===== config.mk =====
export PLATFORM = sky130hd
export DESIGN_NAME = chip8_keypad_ctrl
export DESIGN_NICKNAME = d
export VERILOG_FILES = /design/src/rtl/chip8_keypad_ctrl.sv
export SDC_FILE = /design/constraint.sdc
export NUM_CORES = 1
export LEC_CHECK = 0
export BUFFER_PORTS_ARGS = -buffer_cell sky130_fd_sc_hd__clkbuf_2
export CAP_MARGIN = 20
export CORE_MARGIN = 2
export CORE_UTILIZATION = 33
export DETAILED_ROUTE_END_ITERATION = 8
export PLACE_DENSITY = 0.52
export SYNTH_ARGS = -nofsm -noshare
export SYNTH_HDL_FRONTEND = slang
export SYNTH_SLANG_ARGS = --single-unit

===== constraint.sdc =====
create_clock -name clk -period 2.8 [get_ports clk]
set_input_delay 0.28 -clock clk [delete_from_list [all_inputs] [get_ports clk]]
set_output_delay 0.28 -clock clk [all_outputs]
set_load 0.02 [all_outputs]

===== src/rtl/chip8_keypad_ctrl.sv =====
// CHIP-8 hex keypad: sync, optional debounce, lowest-key report, FX0A wait.
// Debounce counters are built only when CHIP8_KEYPAD_DEBOUNCE_EN is defined.
module chip8_keypad_ctrl #(
    parameter int NUM_KEYS        = 16,
    parameter int IDX_W           = 4,
    parameter int DEBOUNCE_CYCLES = 1000,
    parameter int CNT_W           = 16
) (
    input  logic                clk,
    input  logic                reset,
    input  logic [NUM_KEYS-1:0] keys_raw,
    output logic [NUM_KEYS-1:0] key_state,
    output logic                key_pressed,
    output logic [IDX_W-1:0]    key_index,
    input  logic                wait_req,
    input  logic                wait_cancel,
    output logic                wait_busy,
    output logic                wait_done,
    output logic [IDX_W-1:0]    wait_key
);

    if (NUM_KEYS < 2 || NUM_KEYS > 16) begin : g_bad_keys
        $error("NUM_KEYS must be 2..16");
    end
    if ((1 << IDX_W) < NUM_KEYS) begin : g_bad_idx
        $error("IDX_W too narrow for NUM_KEYS");
    end
    if (DEBOUNCE_CYCLES < 1 ||
        (DEBOUNCE_CYCLES - 1) >= (1 << CNT_W)) begin : g_bad_cnt
        $error("CNT_W cannot hold DEBOUNCE_CYCLES-1");
    end

    typedef enum logic [1:0] {
        IDLE,
        WAIT_PRESS,
        WAIT_RELEASE
    } state_t;

    function automatic logic [IDX_W-1:0] lowest(
        input logic [NUM_KEYS-1:0] v
    );
        logic [IDX_W-1:0] r;
        r = '0;
        for (int i = NUM_KEYS - 1; i >= 0; i--) begin
            if (v[i]) r = IDX_W'(i);
        end
        return r;
    endfunction

    function automatic logic bit_at(
        input logic [NUM_KEYS-1:0] v,
        input logic [IDX_W-1:0]    idx
    );
        logic r;
        r = 1'b0;
        for (int i = 0; i < NUM_KEYS; i++) begin
            if (idx == IDX_W'(i)) r = v[i];
        end
        return r;
    endfunction

    logic [NUM_KEYS-1:0] sync1;
    logic [NUM_KEYS-1:0] sync2;

    always_ff @(posedge clk or posedge reset) begin
        if (reset) begin
            sync1 <= '0;
            sync2 <= '0;
        end else begin
            sync1 <= keys_raw;
            sync2 <= sync1;
        end
    end

`ifdef CHIP8_KEYPAD_DEBOUNCE_EN
    localparam logic [CNT_W-1:0] CNT_MAX = CNT_W'(DEBOUNCE_CYCLES - 1);

    for (genvar g = 0; g < NUM_KEYS; g++) begin : g_db
        logic [CNT_W-1:0] cnt;
        logic             stable;

        // Accept a new level only after CNT_MAX+1 differing samples in a row
        always_ff @(posedge clk or posedge reset) begin
            if (reset) begin
                cnt    <= '0;
                stable <= 1'b0;
            end else if (sync2[g] == stable) begin
                cnt <= '0;
            end else if (cnt == CNT_MAX) begin
                stable <= sync2[g];
                cnt    <= '0;
            end else begin
                cnt <= cnt + CNT_W'(1);
            end
        end

        assign key_state[g] = stable;
    end
`else
    assign key_state = sync2;
`endif

    logic [NUM_KEYS-1:0] key_state_q;
    logic [NUM_KEYS-1:0] press_evt;

    assign press_evt = key_state & ~key_state_q;

    always_ff @(posedge clk or posedge reset) begin
        if (reset) begin
            key_state_q <= '0;
            key_pressed <= 1'b0;
            key_index   <= '0;
        end else begin
            key_state_q <= key_state;
            key_pressed <= |key_state;
            key_index   <= lowest(key_state);
        end
    end

    state_t           state_q;
    state_t           state_d;
    logic [IDX_W-1:0] latch_q;
    logic             latch_load;
    logic             done_d;

    always_ff @(posedge clk or posedge reset) begin
        if (reset) begin
            state_q <= IDLE;
        end else begin
            state_q <= state_d;
        end
    end

    always_comb begin
        state_d    = state_q;
        latch_load = 1'b0;
        done_d     = 1'b0;
        unique case (state_q)
            IDLE: begin
                if (wait_req && !wait_cancel) state_d = WAIT_PRESS;
            end
            WAIT_PRESS: begin
                if (wait_cancel) begin
                    state_d = IDLE;
                end else if (|press_evt) begin
                    state_d    = WAIT_RELEASE;
                    latch_load = 1'b1;
                end
            end
            WAIT_RELEASE: begin
                if (wait_cancel) begin
                    state_d = IDLE;
                end else if (!bit_at(key_state, latch_q)) begin
                    state_d = IDLE;
                    done_d  = 1'b1;
                end
            end
            default: state_d = IDLE;
        endcase
    end

    always_comb begin
        wait_busy = (state_q != IDLE);
    end

    always_ff @(posedge clk or posedge reset) begin
        if (reset) begin
            latch_q   <= '0;
            wait_key  <= '0;
            wait_done <= 1'b0;
        end else begin
            wait_done <= done_d;
            if (latch_load) latch_q <= lowest(press_evt);
            if (done_d) wait_key <= latch_q;
        end
    end

endmodule


==> impl_summary.md, run 1 <==
CTS
The H-tree depth is 3. The setup fix buffers added after clock tree synthesis is 0. TritonCTS built the clock tree. Clock-pin slew was measured on the worst setup and hold paths at 0.07 ns. The root buffer cell chosen for the clock tree is sky130_fd_sc_hd__clkbuf_8.

The clock passes through at most 2 buffers. The clock insertion delay at the later pin of the skew report is 0.34 ns. The clock sink total is 64. The post-cts resize count is 0. In this run, CTS created clock tree buffers numbering 9. After clock tree synthesis, the flow added hold-fix buffers numbering 0.

Logic synthesis
The mean cell area of the mapped netlist is 13.0 um^2. The cell count after synthesis is 189. The post-synthesis instance area is 0.00246 mm^2.

The portion of synthesized cell area occupied by the leading cell type is 0.651. When the netlist entered floorplanning its net count stood at 209. The number of library cell types mapped by synthesis is 39. Sorting the synthesized cells by area gives the leading types as sky130_fd_sc_hd__dfrtp_1 (65%), sky130_fd_sc_hd__nand2b_1 (4.1%), sky130_fd_sc_hd__mux2i_1 (3.7%).

The number of synthesis warnings is 0. The share of the Yosys chip area taken by registers is 0.651. The synthesized design spends more area on one cell type than any other, namely sky130_fd_sc_hd__dfrtp_1.

The number of synthesized register bits is 64.

Worst setup path
The highest net fanout along the worst path is 6. The worst register-to-register path begins at key_state[8]$_DFF_PP0_. The worst setup path is of the register to register kind. Setup slack on the worst reg-to-reg path comes out at 0.72 ns. The depth of the worst register-to-register path is 5.

The signal arrival time at the worst endpoint is 2.30 ns. The launching instance or port of the critical path is key_state[8]$_DFF_PP0_. The required time of the critical path is 3.02 ns. The kind of launch point of the worst setup path is a register. The endpoint of the worst-slack reg-to-reg timing path is latch_q[2]$_DFFE_PP0P_.

In this run the worst setup path terminates at latch_q[2]$_DFFE_PP0P_. The critical path capture point type is a register.

Routing
Detailed routing placed a total of 2.28 mm of wire on met2. In the routed design, unresolved DRC markers number 0. The final wirelength is 4.92 mm. The overall via count from detail_route is 1580. Summed over all nets, wire length on met3 after detailed routing comes to 211 um. The iteration-0 DRC count of the detailed router is 68. For this run, the detailed router's first-pass iteration total came to 6.

The number of routed nets with antenna violations is 0. The top metal layer carrying routed signals is met4. Dividing the detail-routed wire length by the instance count gives 14.2 um. Dividing the detail-routed via count by the number of cells gives 4.55. After detailed routing, the wire length on met1 is 2.29 mm.

Cells and area
The number of filler cells placed in the layout is 705. The most common cell after layout, fill and taps aside is sky130_fd_sc_hd__dfrtp_1. In the layout the commonest cells are sky130_fd_sc_hd__dfrtp_1 (64), sky130_fd_sc_hd__clkbuf_2 (46), sky130_fd_sc_hd__nand2b_1 (16), sky130_fd_sc_hd__nor2_1 (13), sky130_fd_sc_hd__clkbuf_8 (11). The number of antenna repair diodes is 0. In the final layout, the share of cells above drive strength 1 is 0.298. The synthesis-to-finish area growth is 24.0%. The number of nets in the layout is 265.

Run status
The flow ran to the end, and the final reports show no timing, DRC or antenna violations.

Placed design
At the end of routability-driven placement, the weighted congestion stood at 0.850. The number of I/O port buffers is 46. After legalization and detailed placement, the total HPWL measured 3.40 mm.

STA
The final period utilization is 0.744. The final hold violation count is 0. Setup repair after global routing left no endpoint under its margin. Final hold analysis gives a worst-case slack of 0.0462 ns. The aggregate negative setup slack is 0 ns.

The maximum achievable frequency is 480 MHz. Measured against its own limit, the worst slew margin works out to 0.485. The measured slew at the worst slew-check pin is 0.773 ns. Setup violations remaining at the end of the flow were counted as 0. The worst-case clock skew is 0.00585 ns. The max-slew violation count is 0. Subtracting the final worst setup slack from the clock period gives 2.08 ns.

Global routing
The number of global-route vias before repair was 1616. Across every metal layer, demand over resource in global routing totals 0.134. The first global-routing pass estimated 8.31 mm of wire. The number of antenna violations at the first check in global routing is 0. After global routing the overflow that remains totals 0. The pin count of the biggest net entering global routing is 65.

Pwr
The total power per unit cell area is 790 mW/mm^2. The maximum VDD drop is 346 uV. Of the total power, combinational logic draws 0.140. Of the total power, registers draw 0.461. Of the total power, the share spent switching nets is 0.253. The power share of the clock group is 0.399. The internal power contribution is 1.80 mW.

The net switching component of the power is 0.611 mW. The total power is 2.41 mW. The static leakage is 1.41 nW.

Floorplan
The height of the die is 90.4 um. The floorplan row count is 31. For this design the top-level I/O count stands at 47. The core area is 0.00725 mm^2. The floorplan step set the die width to 90.4 um. The floorplan step defined a die boundary enclosing 0.00816 mm^2. The initial utilization of the core area, before any placement, comes to 0.339.

Min path
The type of the tightest min-delay check is primary input to register.

Run
Max-cap violations in this run came to 0.
-- routing by layer --
metal,vias to the layer above,track usage
li1,774,-
met1,757,0.178
met2,37,0.195
met3,12,0.0451
met4,0,0.0731
met5,-,0
-- registers in the layout, indices dropped and copies added (netlist names) --
| name | cells |
|---|---|
| key_state_q | 16 |
| key_pressed | 1 |
| key_state | 16 |
| wait_key | 4 |
| key_index | 4 |
| sync1 | 16 |
| state_q | 2 |
| latch_q | 4 |
| wait_done | 1 |
-- power by group through the flow --
stage                     logic (mW)  clock network [mW]  registers [mW]
after global placement         0.340                   0            1.13
final                          0.338               0.963            1.11
after global routing           0.370                1.04            1.13
after CTS                      0.344               0.984            1.11
after detailed placement       0.341                   0            1.13
after floorplan                0.224                   0            1.13
-- Yosys cell counts --
cell type and number:
sky130_fd_sc_hd__dfrtp_1 64, sky130_fd_sc_hd__nand2b_1 16, sky130_fd_sc_hd__nor2_1 13, sky130_fd_sc_hd__nor2b_1 10, sky130_fd_sc_hd__mux2i_1 9, sky130_fd_sc_hd__inv_1 6
sky130_fd_sc_hd__nand2_1 6, sky130_fd_sc_hd__nand3_1 6, sky130_fd_sc_hd__nor3_1 6, sky130_fd_sc_hd__o21ai_0 6, sky130_fd_sc_hd__a21oi_1 3, sky130_fd_sc_hd__mux2_1 3
sky130_fd_sc_hd__nand4_1 3, sky130_fd_sc_hd__nor2b_4 3, sky130_fd_sc_hd__nor4_1 3, sky130_fd_sc_hd__o211ai_1 3, sky130_fd_sc_hd__a211oi_1 2, sky130_fd_sc_hd__a21boi_0 2
sky130_fd_sc_hd__mux2_4 2, sky130_fd_sc_hd__nor3b_1 2, sky130_fd_sc_hd__o21bai_1 2, sky130_fd_sc_hd__or2_2 2, sky130_fd_sc_hd__a2bb2oi_1 1, sky130_fd_sc_hd__a311oi_1 1
sky130_fd_sc_hd__a31oi_1 1, sky130_fd_sc_hd__a41oi_1 1, sky130_fd_sc_hd__buf_4 1, sky130_fd_sc_hd__clkbuf_1 1, sky130_fd_sc_hd__mux4_2 1, sky130_fd_sc_hd__o2111ai_1 1
sky130_fd_sc_hd__o21ai_4 1, sky130_fd_sc_hd__o21bai_4 1, sky130_fd_sc_hd__o221ai_1 1, sky130_fd_sc_hd__o22ai_1 1, sky130_fd_sc_hd__o31a_1 1, sky130_fd_sc_hd__o31ai_1 1
sky130_fd_sc_hd__or2_4 1, sky130_fd_sc_hd__or3b_1 1, sky130_fd_sc_hd__or4_4 1
-- how the worst min path moves through the flow --
stage                              from                      end  cells after the start
floorplan                   keys_raw[0]       sync1[0]$_DFF_PP0_                      0
global placement    sync1[14]$_DFF_PP0_  key_state[14]$_DFF_PP0_                      0
detailed placement  sync1[13]$_DFF_PP0_  key_state[13]$_DFF_PP0_                      0
CTS                         keys_raw[6]       sync1[6]$_DFF_PP0_                      1
global route                keys_raw[3]       sync1[3]$_DFF_PP0_                      1
finish                      keys_raw[4]       sync1[4]$_DFF_PP0_                      1
-- per-stage QoR --
step / cell area (um^2) / util / setup WS, ns / instances
after floorplan: 2460 / - / 0.733 / 189
after global placement: 2810 / 0.388 / 0.773 / 333
after detailed placement: 2810 / 0.388 / 0.739 / 333
after CTS: 3050 / 0.421 / 0.718 / 347
after global routing: 3050 / 0.421 / 0.653 / 347
final: 3050 / 0.421 / 0.715 / 347
-- critical path: stages, from the launching register on --
cell and delay, ns:
sky130_fd_sc_hd__dfrtp_1 0.45, sky130_fd_sc_hd__nor2b_4 0.17, sky130_fd_sc_hd__or4_4 0.54, sky130_fd_sc_hd__or2_4 0.28, sky130_fd_sc_hd__o21ai_4 0.21, sky130_fd_sc_hd__mux2_4 0.31
-- final cells by class --
type                       instances  area (um^2)  area share
timing repair buffer              47          238      0.0779
clock buffer                      11          151      0.0496
tap                               99          124      0.0406
clock inverter                     3         90.1      0.0295
inverter                           6         22.5     0.00738
multi-input combinational        117          826       0.270
sequential                        64         1600       0.525
-- cell families (layout without fill, tap and decap cells) --
group	count (synthesis)	count (layout)	share of synthesized area
buffers and inverters	8	67	0.0137
muxes	15	15	0.0717
and+or+nand+nor	73	73	0.174
DFF	64	64	0.651
AOI/OAI and AO/OA	29	29	0.0895
No activity file was read; power rests on OpenSTA's default activity.
==> inputs of run 2 (changes only) <==
--- a/config.mk
+++ b/config.mk
@@ -10,7 +10,7 @@
 export CORE_MARGIN = 2
 export CORE_UTILIZATION = 33
 export DETAILED_ROUTE_END_ITERATION = 8
-export PLACE_DENSITY = 0.52
+export PLACE_DENSITY = 0.54
 export SYNTH_ARGS = -nofsm -noshare
 export SYNTH_HDL_FRONTEND = slang
 export SYNTH_SLANG_ARGS = --single-unit
==> constraint.sdc (replaced) <==
create_clock -name clk -period 1.8 [get_ports clk]
set_input_delay 0.18 -clock clk [delete_from_list [all_inputs] [get_ports clk]]
set_output_delay 0.18 -clock clk [all_outputs]
set_load 0.02 [all_outputs]
==> run 2 against run 1 <==
The run now ends with setup timing left. Critical path type unchanged. Maximum frequency rose by 9.3%. Routed wire length up 8.1%. Highest routed layer unchanged. Die area stayed put. Register-to-register slack worse by 0.82 ns.
==> impl_summary.md, run 2 (synthesis gave the netlist of run 1 again) <==
Run status
The run finished, with violations left. The checks that failed: setup timing.

CTS
The TritonCTS clock tree is done. The clock tree synthesis step divided the H-tree into 3 levels. No sink is reached through more buffers than the 2 on the longest clock path. The setup fix buffers added after clock tree synthesis is 0. The clock insertion delay at the later pin of the skew report is 0.34 ns.

The total clock buffers created by CTS is 9. The CTS root buffer is sky130_fd_sc_hd__clkbuf_8. Clock-pin slew was measured on the worst setup and hold paths at 0.07 ns. The clock sink total is 64.

Floorplan
The floorplan step set the die width to 90.4 um. The core region is 0.00725 mm^2. Measured along the y axis, the die boundary spans 90.4 um. The floorplan row count is 31. The initial core utilization is 0.339.

The die area is 0.00816 mm^2. The I/O pin count is 47.

Worst setup path
The signal arrival time at the worst endpoint is 2.13 ns. For this design, the slowest cell found on the critical path is sky130_fd_sc_hd__or4_4. In this design, the largest share of critical-path delay is due to simple AND/OR/NAND/NOR gates. In this run the worst path has a maximum fanout of 3. The critical path capture point type is a register.

The critical path in this run is classified as register to register. The required time of the critical path is 2.02 ns. The critical path goes through nor2b_4, or4_4, or2_4, o21ai_4, mux2_4.

STA classifies the critical path startpoint as a register. The delay of the slowest cell on the worst path is 0.53 ns. The critical path contains buffers and inverters numbering 0 combined.

Placed design
The count of buffers added on input and output ports is 46. The last weighted congestion value of the routability-driven placer is 0.818. The estimated wirelength of the detail-placed design is 3.97 mm. Summing all placed instances gives a cell area of 0.00307 mm^2.

STA
The relative slew slack is 0.674. Of the available clock period, the critical path in the final layout requires 1.06. The total of endpoints with negative setup slack in the final report is 7.

For the finished layout, the period the worst path requires is 1.91 ns. Timing would allow up to 525 MHz. The worst hold slack after final layout is 0.0285 ns. At the pin with the least slew margin, the transition time is 0.485 ns. The worst-case clock skew is 0.00546 ns.

The max-slew violation count came to 0. The final hold violation count is 0. Setup repair after global routing could not meet its margin everywhere. The final worst-path setup slack is -0.106 ns.

Routing
Dividing the detail-routed wire length by the instance count gives 13.4 um. After the first detailed-routing iteration, the DRC count stood at 68. For this run, design rule violations remaining after detail routing come to 0. The final route contains 1758 vias. The total iterations of the first detailed-routing run is 4. The final wirelength is 5.32 mm. The routed via count divided by cell count is 4.44. Once detail routing completed, the nets flagged for antenna violations numbered 0.

Pwr
Power comes to 3.61 mW. The static leakage is 1.62 nW. The total power per unit cell area is 1050 mW/mm^2. Across the VDD grid, the largest voltage drop is 511 uV.

Min path
The type of the tightest min-delay check is primary input to register.

Cells and area
The proportion of layout cells with a drive suffix above 1 is 0.380. The finished cells cover 0.00345 mm^2. The multi-input combinational cells in the finished layout cover a total of 837 um^2. In the layout the commonest cells are sky130_fd_sc_hd__dfrtp_1 (59), sky130_fd_sc_hd__clkbuf_2 (46), sky130_fd_sc_hd__buf_4 (29), sky130_fd_sc_hd__dlygate4sd3_1 (17), sky130_fd_sc_hd__nand2b_1 (16).

The number of nets in the layout is 312. Summing all flip-flop and latch instances after layout gives 0.00161 mm^2. The number of antenna repair diodes is 0. Leaving out fill and tap cells, the most frequent cell in the layout is sky130_fd_sc_hd__dfrtp_1. The number of filler cells placed in the layout is 677.

The synthesis-to-finish area growth is 40.1%.

Global routing
The global-route wire length before repair is 8.81 mm. The number of antenna violations at the first check in global routing was 0. The overall track demand over capacity in global routing is 0.143. The total overflow left after global routing is 0.

Entering global routing, the biggest net connects 40 pins. The number of global-route vias before repair came to 1761.

Run
The count of max-cap constraint violations is 0.
[run 2: cell count changes in the layout (fill, tap and decap cells not counted), sizes merged]
cell / previous run / this run
bufinv: 3 / 1
buf: 1 / 31
dlygate4sd3: 0 / 17
clkinvlp: 0 / 1
clkinv: 0 / 3
[run 2: worst register-to-register path, delay by kind of cell, from the launching register on]
| family | cells | cell delay (ns) |
|---|---|---|
| AND/OR/NAND/NOR | 3 | 0.91 |
| flip-flops | 1 | 0.40 |
| multiplexers | 1 | 0.31 |
| AO/OA/AOI/OAI | 1 | 0.16 |
[run 2: through the flow]
stage	setup slack, ns	util	cells	setup TNS, ns
after global routing	-0.152	0.475	396	-0.960
after detailed placement	-0.0875	0.424	363	-0.417
final	-0.106	0.475	396	-0.451
after global placement	-0.0702	0.424	363	-0.361
after floorplan	-0.180	-	189	-0.811
after CTS	-0.105	0.475	396	-0.442
[run 2: worst paths after layout]
check | startpoint | to | slack, ns | cells past startpoint
max | key_state[10]$_DFF_PP0_ | latch_q[2]$_DFFE_PP0P_ | -0.11 | 5
min in group asynchronous | reset | key_state[11]$_DFF_PP0_ | 0.40 | 4
min | wait_cancel | state_q[0]$_DFFE_PP0P_ | 0.03 | 2
max in group asynchronous | reset | key_state[9]$_DFF_PP0_ | 1.18 | 4
min reg2reg | sync1[0]$_DFF_PP0_ | key_state[0]$_DFF_PP0_ | 0.35 | 0
max reg2reg | key_state[10]$_DFF_PP0_ | latch_q[2]$_DFFE_PP0P_ | -0.11 | 5
[run 2: area by class of cell]
cell class | count | share of cell area
tap | 99 | 0.0359
timing repair buffer | 94 | 0.191
multi-input combinational | 117 | 0.243
clock buffer | 11 | 0.0410
sequential | 64 | 0.466
inverter | 6 | 0.00653
clock inverter | 5 | 0.0163
[run 2: power breakdown]
| part | switching (mW) | total, mW | internal (mW) |
|---|---|---|---|
| combinational | 0.336 | 0.703 | 0.368 |
| sequential | 0.119 | 1.69 | 1.58 |
| clock | 0.541 | 1.22 | 0.674 |
[run 2: routing by layer]
| layer | track usage | up-vias | share of wire |
|---|---|---|---|
| li1 | - | 875 | - |
| met1 | 0.184 | 833 | 0.47 |
| met2 | 0.220 | 38 | 0.47 |
| met3 | 0.0367 | 12 | 0.037 |
| met4 | 0.0808 | 0 | 0.022 |
| met5 | 0 | - | 0 |
[run 2: what timing repair did]
| item | 4_1_cts | 5_1_grt |
|---|---|---|
| hold buffers | 17 | 0 |
| hold endpoints to repair | 80 | 0 |
| setup endpoints to repair | 7 | 9 |
| gates resized for setup | 2 | 1 |
==> inputs of run 3 (changes only) <==
--- a/config.mk
+++ b/config.mk
@@ -11,6 +11,7 @@
 export CORE_UTILIZATION = 33
 export DETAILED_ROUTE_END_ITERATION = 8
 export PLACE_DENSITY = 0.54
+export REMOVE_ABC_BUFFERS = 1
 export SYNTH_ARGS = -nofsm -noshare
 export SYNTH_HDL_FRONTEND = slang
 export SYNTH_SLANG_ARGS = --single-unit
==> run 3 against run 2 <==
The run still ends with setup timing left. Global-route usage rose by 0.080 points. Cell count rose by 1.3%. Sequential share of layout area fell by 0.59 points. Utilization rose by 0.50 points. Flip-flop and latch count did not move. Non-clock buffer count rose by 5. First-iteration DRC count rose by 8.8%. Critical path type unchanged. Largest cell class unchanged.
==> impl_summary.md, run 3 (synthesis gave the netlist of run 1 again) <==
Cells and area
In the layout the commonest cells are sky130_fd_sc_hd__dfrtp_1 (62), sky130_fd_sc_hd__clkbuf_2 (46), sky130_fd_sc_hd__buf_4 (34), sky130_fd_sc_hd__dlygate4sd3_1 (17), sky130_fd_sc_hd__nand2b_1 (16). The most common cell after layout, fill and taps aside is sky130_fd_sc_hd__dfrtp_1. Registers take 0.00160 mm^2. The multi-input combinational cell area is 848 um^2.

At the end of the flow the core is filled with cells to 0.480. Relative to the synthesized area, the layout overhead comes to 41.5%. The finished layout holds 401 standard cells, fillers aside. The repair_antennas step left the layout with diodes totalling 0.

The number of nets in the layout is 317. The layout has 686 filler cells. The proportion of layout cells with a drive suffix above 1 is 0.387.

Worst setup path
The highest net fanout along the worst path is 3. The launching instance or port of the critical path is key_state[10]$_DFF_PP0_. The class of the most critical setup path is register to register. The critical path capture point type is a register. STA puts the critical path data arrival time at 2.12 ns. The startpoint of the worst-slack reg-to-reg timing path is key_state[10]$_DFF_PP0_. For the worst setup path, the data required time is 2.02 ns. The slack of the worst reg-to-reg path is -0.09 ns. The worst setup path is launched from a register.

STA
The max-slew violation count is 0. The maximum achievable frequency is 528 MHz. The worst-case clock skew is 0.00567 ns.

The final hold violation count came to 0. Dividing the final minimum period by the clock period gives 1.05. Headroom to the max-slew limit came out at 0.698. Setup repair after global routing could not meet its margin everywhere. For the pin with the worst max-slew slack, the measured transition is 0.449 ns. Summed over all failing endpoints, the final setup total negative slack is -0.336 ns. The total of endpoints with negative setup slack in the final report is 6.

For the finished layout, the period the worst path requires is 1.89 ns. The final worst-path setup slack is -0.0923 ns.

Placed design
The number of cells after detailed placement is 366. The worst slack at placement is -0.115 ns. Detailed placement finished with a half-perimeter wire length of 3.89 mm. The last weighted congestion value of the routability-driven placer is 0.794. Port buffering added 46 buffers.

CTS
The tree built by TritonCTS fans out to 64 sinks. The cell sitting at the root of the clock tree is a sky130_fd_sc_hd__clkbuf_8. The clock tree synthesis step divided the H-tree into 3 levels. The number of buffers on the longest clock path is 2. The TritonCTS clock tree is done. The clock slew seen by the registers of the worst setup and hold paths is 0.07 ns.

Clock latency on the worst-skew pair, taken at its later pin, is 0.34 ns. TritonCTS created 9 clock buffers.

Routing
After detailed routing, the average wire length per cell comes to 13.2 um. After detailed routing, the total wire length is 5.31 mm. In the routed design, unresolved DRC markers number 0. The detailed router placed 1813 vias in this run. The detail route stage leaves a number of antenna-violating nets equal to 0. The first TritonRoute pass finished after 4 iterations. The iteration-0 DRC count of the detailed router is 74. After detailed routing, the number of vias per cell comes to 4.52.

Min path
The source of the worst hold timing path is wait_cancel. The worst hold path belongs to the class primary input to register.

Global routing
Entering global routing, the biggest net connects 65 pins. The overall track demand over capacity in global routing is 0.144. The first global-routing pass estimated 9.03 mm of wire. The number of global-route vias before repair was 1828. The number of antenna violations at the first check in global routing is 0. For this run the aggregate overflow at the end of global routing stands at 0.

Pwr
The internal power contribution is 2.64 mW. Summed over all cells, the static leakage comes to 1.64 nW. Of the total power, the clock network draws 0.332. The switching part of the total power is 0.277. The combinational group share of total power is 0.204. Summed over all nets, the switching power comes to 1.01 mW. The total power per unit cell area is 1050 mW/mm^2. The maximum VDD drop is 660 uV. The completed layout was analyzed and its total power is 3.65 mW. The sequential share of power is 0.464.

Floorplan
The initial utilization of the core area, before any placement, comes to 0.339. The floorplan step set the die width to 90.4 um. The die is 90.4 um tall. The I/O pin count is 47. The die area is 0.00816 mm^2. The floorplan row count is 31. The core region is 0.00725 mm^2.

Run status
The checks that failed: setup timing. The flow ran to the end, but the final reports show violations.

Run
The count of max-cap constraint violations is 0.
==> run 3: repair_timing <==
item	in CTS	in global routing
pin swaps	3	0
cloned	0	0
hold buffers	17	0
gates resized for setup	3	6
hold endpoints to repair	80	0
setup endpoints to repair	8	10
buffers inserted	2	0
==> run 3: power by group through the flow <==
stage                     logic (mW)  registers (mW)  clock network, mW
final                          0.746            1.69               1.21
after global routing           0.814            1.72               1.32
after CTS                      0.742            1.69               1.26
after detailed placement       0.692            1.72                  0
after global placement         0.683            1.71                  0
after floorplan                0.305            1.79                  0
==> run 3: critical path, cell delays in order (launching register included) <==
cell                      delay (ns)
sky130_fd_sc_hd__dfrtp_1        0.38
sky130_fd_sc_hd__nor2b_4        0.13
sky130_fd_sc_hd__or4_4          0.53
sky130_fd_sc_hd__or2_4          0.26
sky130_fd_sc_hd__o21ai_4        0.17
sky130_fd_sc_hd__mux2_4         0.31
==> run 3: per-stage QoR <==
| step | hold WS [ns] | area (um^2) |
|---|---|---|
| after floorplan | 0.211 | 2450 |
| after CTS | 0.0159 | 3460 |
| after global placement | 0.256 | 3070 |
| after global routing | 0.0310 | 3480 |
| final | 0.0343 | 3480 |
| after detailed placement | 0.258 | 3070 |
==> run 3: path summary, 6_finish.rpt <==
kind,end,depth (start not counted)
max,latch_q[0]$_DFFE_PP0P_,5
min,state_q[0]$_DFFE_PP0P_,2
max reg2reg,latch_q[0]$_DFFE_PP0P_,5
min reg2reg,key_state[15]$_DFF_PP0_,0
max in group asynchronous,latch_q[1]$_DFFE_PP0P_,4
min in group asynchronous,sync1[13]$_DFF_PP0_,4
==> run 3: final cells by class <==
cell class | instances | area share
clock inverters | 5 | 0.0162
multi-input cells | 117 | 0.244
repair buffers | 99 | 0.197
inverters | 6 | 0.00647
well taps | 99 | 0.0356
flip-flops and latches | 64 | 0.460
clock buffers | 11 | 0.0406
==> run 3: layer usage <==
layer	global-route usage	part of all wire	wire length (um)
met1	0.188	0.46	2460
met2	0.222	0.47	2520
met3	0.0392	0.040	215
met4	0.0692	0.022	118
met5	0	0	0
